--- src/rtl/debug_pkg.sv ---
// Shared debug-unit definitions: host command codes, step FSM state encoding,
// default step-counter width.
package debug_pkg;

    localparam logic [7:0] HOST_CMD_LOAD = 8'h01;
    localparam logic [7:0] HOST_CMD_FAST = 8'h02;
    localparam logic [7:0] HOST_CMD_STEP = 8'h03;
    localparam logic [7:0] HOST_CMD_NEXT = 8'h04;
    localparam logic [7:0] HOST_CMD_EXIT = 8'h05;

    localparam int unsigned DBG_CNT_W = 32;

    localparam int unsigned ST_W = 3;
    localparam logic [ST_W-1:0] ENC_IDLE      = 3'd0;
    localparam logic [ST_W-1:0] ENC_WAIT_CMD  = 3'd1;
    localparam logic [ST_W-1:0] ENC_STEP      = 3'd2;
    localparam logic [ST_W-1:0] ENC_SEND      = 3'd3;
    localparam logic [ST_W-1:0] ENC_WAIT_SEND = 3'd4;
    localparam logic [ST_W-1:0] ENC_DONE      = 3'd5;

    typedef enum logic [ST_W-1:0] {
        ST_IDLE      = ENC_IDLE,
        ST_WAIT_CMD  = ENC_WAIT_CMD,
        ST_STEP      = ENC_STEP,
        ST_SEND      = ENC_SEND,
        ST_WAIT_SEND = ENC_WAIT_SEND,
        ST_DONE      = ENC_DONE
    } step_state_e;

endpackage

--- src/rtl/sat_counter.sv ---
// Width-parameterised up-counter with synchronous clear that holds at all-ones.
module sat_counter #(
    parameter int unsigned W = 32
) (
    input  logic         clk,
    input  logic         clr,
    input  logic         en,
    output logic [W-1:0] q
);

    always_ff @(posedge clk) begin
        if (clr) begin
            q <= '0;
        end else if (en && (q != {W{1'b1}})) begin
            q <= q + W'(1);
        end
    end

endmodule

--- src/rtl/debug_step_ctrl.sv ---
// Step-mode scheduler: one pipeline step per host CMD_NEXT, each followed by a
// pipe-state dump. Step counter and o_clk_count exist only with STEP_CYCLE_COUNT_EN.
module debug_step_ctrl
    import debug_pkg::*;
#(
    parameter logic [7:0] CMD_NEXT = HOST_CMD_NEXT,
    parameter logic [7:0] CMD_EXIT = HOST_CMD_EXIT
`ifdef STEP_CYCLE_COUNT_EN
    ,
    parameter int unsigned CNT_W = DBG_CNT_W
`endif
) (
    input  logic             clk,
    input  logic             rst,
    input  logic             is_start,
    input  logic [7:0]       i_rx_data,
    input  logic             is_rx_done,
    input  logic             is_stop_pipe,
    input  logic             is_send_done,
    output logic             os_step,
    output logic             os_start_send,
    output logic             os_done,
    output logic             o_busy
`ifdef STEP_CYCLE_COUNT_EN
    ,
    output logic [CNT_W-1:0] o_clk_count
`endif
);

    step_state_e state, state_nxt;
    logic        stop_latch, stop_nxt;

    // Outputs are decoded from the next state so they line up with the state register.
    always_ff @(posedge clk) begin
        if (rst) begin
            state         <= ST_IDLE;
            stop_latch    <= 1'b0;
            os_step       <= 1'b0;
            os_start_send <= 1'b0;
            os_done       <= 1'b0;
            o_busy        <= 1'b0;
        end else begin
            state         <= state_nxt;
            stop_latch    <= stop_nxt;
            os_step       <= (state_nxt == ST_STEP);
            os_start_send <= (state_nxt == ST_SEND);
            os_done       <= (state_nxt == ST_DONE);
            o_busy        <= (state_nxt != ST_IDLE);
        end
    end

    always_comb begin
        state_nxt = state;
        stop_nxt  = stop_latch;
        unique case (state)
            ST_IDLE: begin
                stop_nxt = 1'b0;
                if (is_start) state_nxt = ST_WAIT_CMD;
            end
            ST_WAIT_CMD: begin
                if (is_rx_done && (i_rx_data == CMD_NEXT)) begin
                    state_nxt = ST_STEP;
                end else if (is_rx_done && (i_rx_data == CMD_EXIT)) begin
                    state_nxt = ST_DONE;
                end
            end
            ST_STEP: begin
                if (is_stop_pipe) stop_nxt = 1'b1;
                state_nxt = ST_SEND;
            end
            ST_SEND: begin
                if (is_stop_pipe) stop_nxt = 1'b1;
                state_nxt = ST_WAIT_SEND;
            end
            ST_WAIT_SEND: begin
                // A halt seen in the same cycle as send_done still ends the session.
                if (is_stop_pipe) stop_nxt = 1'b1;
                if (is_send_done) begin
                    state_nxt = (stop_latch || is_stop_pipe) ? ST_DONE : ST_WAIT_CMD;
                end
            end
            ST_DONE: state_nxt = ST_IDLE;
            default: state_nxt = ST_IDLE;
        endcase
    end

`ifdef STEP_CYCLE_COUNT_EN
    sat_counter #(
        .W(CNT_W)
    ) u_step_cnt (
        .clk(clk),
        .clr(rst || (state == ST_IDLE)),
        .en (state == ST_STEP),
        .q  (o_clk_count)
    );
`endif

endmodule

--- config.mk ---
export PLATFORM = sky130hd
export DESIGN_NAME = debug_step_ctrl
export DESIGN_NICKNAME = d
export VERILOG_FILES = /design/src/rtl/debug_pkg.sv /design/src/rtl/sat_counter.sv /design/src/rtl/debug_step_ctrl.sv
export SDC_FILE = /design/constraint.sdc
export NUM_CORES = 1
export LEC_CHECK = 0
export CAP_MARGIN = 0
export CORE_MARGIN = 2
export CORE_UTILIZATION = 30
export DETAILED_ROUTE_END_ITERATION = 7
export GPL_TIMING_DRIVEN = 0
export HOLD_SLACK_MARGIN = 0.08
export SETUP_SLACK_MARGIN = 0.3
export SLEW_MARGIN = 40
export SYNTH_ARGS = -nofsm -noshare
export SYNTH_HDL_FRONTEND = slang
export SYNTH_SLANG_ARGS = --single-unit
export TNS_END_PERCENT = 10
--- constraint.sdc ---
create_clock -name clk -period 1.4 [get_ports clk]
set_input_delay 0.14 -clock clk [delete_from_list [all_inputs] [get_ports clk]]
set_output_delay 0.14 -clock clk [all_outputs]
set_load 0.05 [all_outputs]
==> impl_metrics.csv <==
group,metric,value,unit
outcome,run_status,"completed",
placed_design,pre_cts_ws,-0.223,ns
grt,grt_max_degree,11,
floorplanning,start_util,0.319,
placed_design,hpwlAfterDp,710,µm
pwr,power.switching,0.135,mW
timing,hold_viol_final,0,
clocking,cts_buffers,3,
timing,min_period,1.20,ns
route,highest_layer,"met3",
worst_setup_path,path_delay_family,"simple AND/OR/NAND/NOR gates",
worst_setup_path,worstSetupStartpointType,"register",
yosys,synthCells,46,
final_layout,fill_cells,132,
worst_setup_path,critical_path_buf_inv_count,1,
clocking,worstSkewPairLatency,0.25,ns
yosys,synth_ff_type,"dfxtp_1",
worst_setup_path,worst_setup_path_end_kind,"register",
floorplanning,ios,18,
worst_setup_path,max_stage_delay,0.33,ns
worst_setup_path,slowest_stage,"dfxtp_2",
clocking,postCtsHoldBufs,0,
clocking,clk_pin_slew_worst_paths,0.05,ns
timing,worstMarginPinSlew,0.482,ns
pwr,power.share.clock,0.317,
floorplanning,core-area,0.00128,mm²
yosys,synth-async-reset-ratio,0,
pwr,power.leakage,0.312,nW
route,first_iter_violations,5,
pwr,ir_drop,0.449,mV
route,ant_nets,0,
timing,fin_worst_skew,0.00258,ns
route,drtPass1Iterations,4,
final_layout,finalNetCount,87,
min_path,hp-class,"in -> reg",
grt,overflow,0,
yosys,ys_warn_count,0,
yosys,synth_xor_area_frac,0,
final_layout,post-route-util,0.566,
grt,antenna_found_initial,0,
worst_setup_path,timing_worst_setup_path_type,"reg -> reg",
timing,setup_viol_count_final,0,
timing,hold_slack,0.476,ns
route,wl,999,µm
route,wl_met2,464,µm
grt,grt_pass1_wl,1480,µm
pwr,powerDensity,737,mW/mm²
grt,grt_pass1_vias,356,
grt,grt.total_usage,0.133,
worst_setup_path,worst_ep_required_time,1.59,ns
clocking,cts_sinks,8,
timing,fmax,834,MHz
worst_setup_path,worstPathMaxFanout,9,
yosys,synth_nets,60,
route,route.layer.met1.wl,434,µm
yosys,synth_fa_ha_area_frac,0,
timing,report.final.slew_viol_count,0,
route,viasPerCell,4.81,
route,wl_met3,100,µm
clocking,cts_buffer_depth,2,
floorplanning,die_x,41.0,µm
placed_design,gp_congestion,0.793,
pwr,p_comb_frac,0.240,
timing,post-route-period-util,0.857,
worst_setup_path,critPathArrivalTime,1.39,ns
final_layout,drive_gt1_frac,0.366,
yosys,synth_mux_area_frac,0,
yosys,yosys.area_share.simple,0.412,
yosys,ys_types,22,
floorplanning,die_h,41.0,µm
timing,rsz0062_at_grt,"yes",
yosys,ys_ff_latch,8,
final_layout,area_growth,77.1,%
final_layout,n_antenna_cell,0,
yosys,yosysSeqAreaShare,0.390,
floorplanning,dieArea,0.00168,mm²
route,dr_total_vias,414,
route,wl_per_cell,11.6,µm
timing,layout_setup_ws,0.201,ns
yosys,synth-compound-area-share,0.146,
clocking,cts_tree,"built",
pwr,internal_power,0.401,mW
floorplanning,rows,13,
job,maxCapViolCount,0,
yosys,syn-cell-area,410,µm²
yosys,syn_avg_cell_area,8.92,µm²
yosys,synth-edff-count,0,
worst_setup_path,worstPathCellList,"buf_6 -> nor3b_4 -> a41oi_2 -> nor2_1 -> and2_1",
timing,slew_headroom,0.680,
placed_design,io_buffers,17,
yosys,synth_top_family_by_area,"simple AND/OR/NAND/NOR gates",
route,drc_errors,0,
clocking,htree_levels,1,
pwr,switching_share,0.251,
pwr,p_seq_frac,0.443,
clocking,root_buffer,"clkbuf_4",
[final cells by class]
type | count | area (µm²) | area share
Tap cell | 15 | 18.8 | 0.0258
Timing Repair Buffer | 22 | 208 | 0.286
Sequential cell | 8 | 163 | 0.224
Clock buffer | 3 | 22.5 | 0.0310
Buffer | 3 | 33.8 | 0.0465
Multi-Input combinational cell | 34 | 278 | 0.382
Inverter | 1 | 3.75 | 0.00516
[logic make-up (layout without fill, tap and decap cells)]
| kind of cell | Yosys count | count (layout) |
|---|---|---|
| buffers and inverters | 4 | 29 |
| flip-flops | 8 | 8 |
| AND/OR/NAND/NOR | 26 | 26 |
| AO/OA/AOI/OAI | 8 | 8 |
[final timing paths]
| path | from | depth (start not counted) | to | slack [ns] |
|---|---|---|---|---|
| hold reg to reg | stop_latch$_SDFFE_PP0P_ | 2 | stop_latch$_SDFFE_PP0P_ | 0.55 |
| hold / removal | rst | 2 | state[2]$_SDFF_PP0_ | 0.48 |
| setup reg to reg | state[0]$_SDFF_PP0_ | 5 | os_step$_SDFF_PP0_ | 0.20 |
| setup / recovery | state[0]$_SDFF_PP0_ | 5 | os_step$_SDFF_PP0_ | 0.20 |
[routing by layer]
metal  vias up  GRT usage
met5         -          0
met4         0          0
met3         0     0.0543
met2        18      0.227
met1       178      0.164
li1        218          -
[repair_timing]
| action | in CTS | in global routing |
|---|---|---|
| setup buffers | 4 | 1 |
| pin swaps | 7 | 6 |
| setup endpoints to repair | 9 | 12 |
| resized for setup | 19 | 10 |
[sequential cells by signal, indices dropped and copies added, names as in the netlist]
name           flops
o_busy             1
os_done            1
os_start_send      1
os_step            1
state              3
stop_latch         1
[per-stage QoR]
stage / cell area (µm²) / std cells / setup TNS (ns) / power [mW]
after floorplan: 422 / 46 / 0 / 0.295
after global placement: 611 / 78 / -0.906 / 0.349
after detailed placement: 611 / 78 / -0.918 / 0.349
after CTS: 696 / 85 / 0 / 0.541
after global routing: 727 / 86 / 0 / 0.563
final: 727 / 86 / 0 / 0.536
[power by group through the flow]
stage | registers (mW) | clock network [mW] | logic, mW
after global routing | 0.237 | 0.188 | 0.138
after CTS | 0.237 | 0.177 | 0.126
after floorplan | 0.252 | 0 | 0.0437
after global placement | 0.241 | 0 | 0.108
final | 0.237 | 0.170 | 0.129
after detailed placement | 0.241 | 0 | 0.109
[layout by cell type (no fill, tap or decap), drive strengths merged]
cell type	instances
and4bb	1
dlymetal6s2s	4
nand2b	1
and2	1
o21ai	1
nor3	6
a41oi	1
a211oi	2
nor2	6
buf	8
nor4	1
nor2b	1
nand3b	3
inv	1
dlygate4sd2	4
clkdlybuf4s50	6
clkbuf	4
dfxtp	8
o221a	1
nand2	3
clkdlybuf4s15	2
a21oi	3
nor3b	3
[cells in the mapped netlist (2+ instances only)]
library cell	instances	area share
nand2_1	2	0.018
nor3_1	6	0.073
nor2_1	6	0.055
a21oi_1	3	0.037
dfxtp_1	8	0.39
nand3b_1	3	0.055
buf_2	2	0.024
nor3b_1	2	0.037
(Power assumes the default switching activity.)
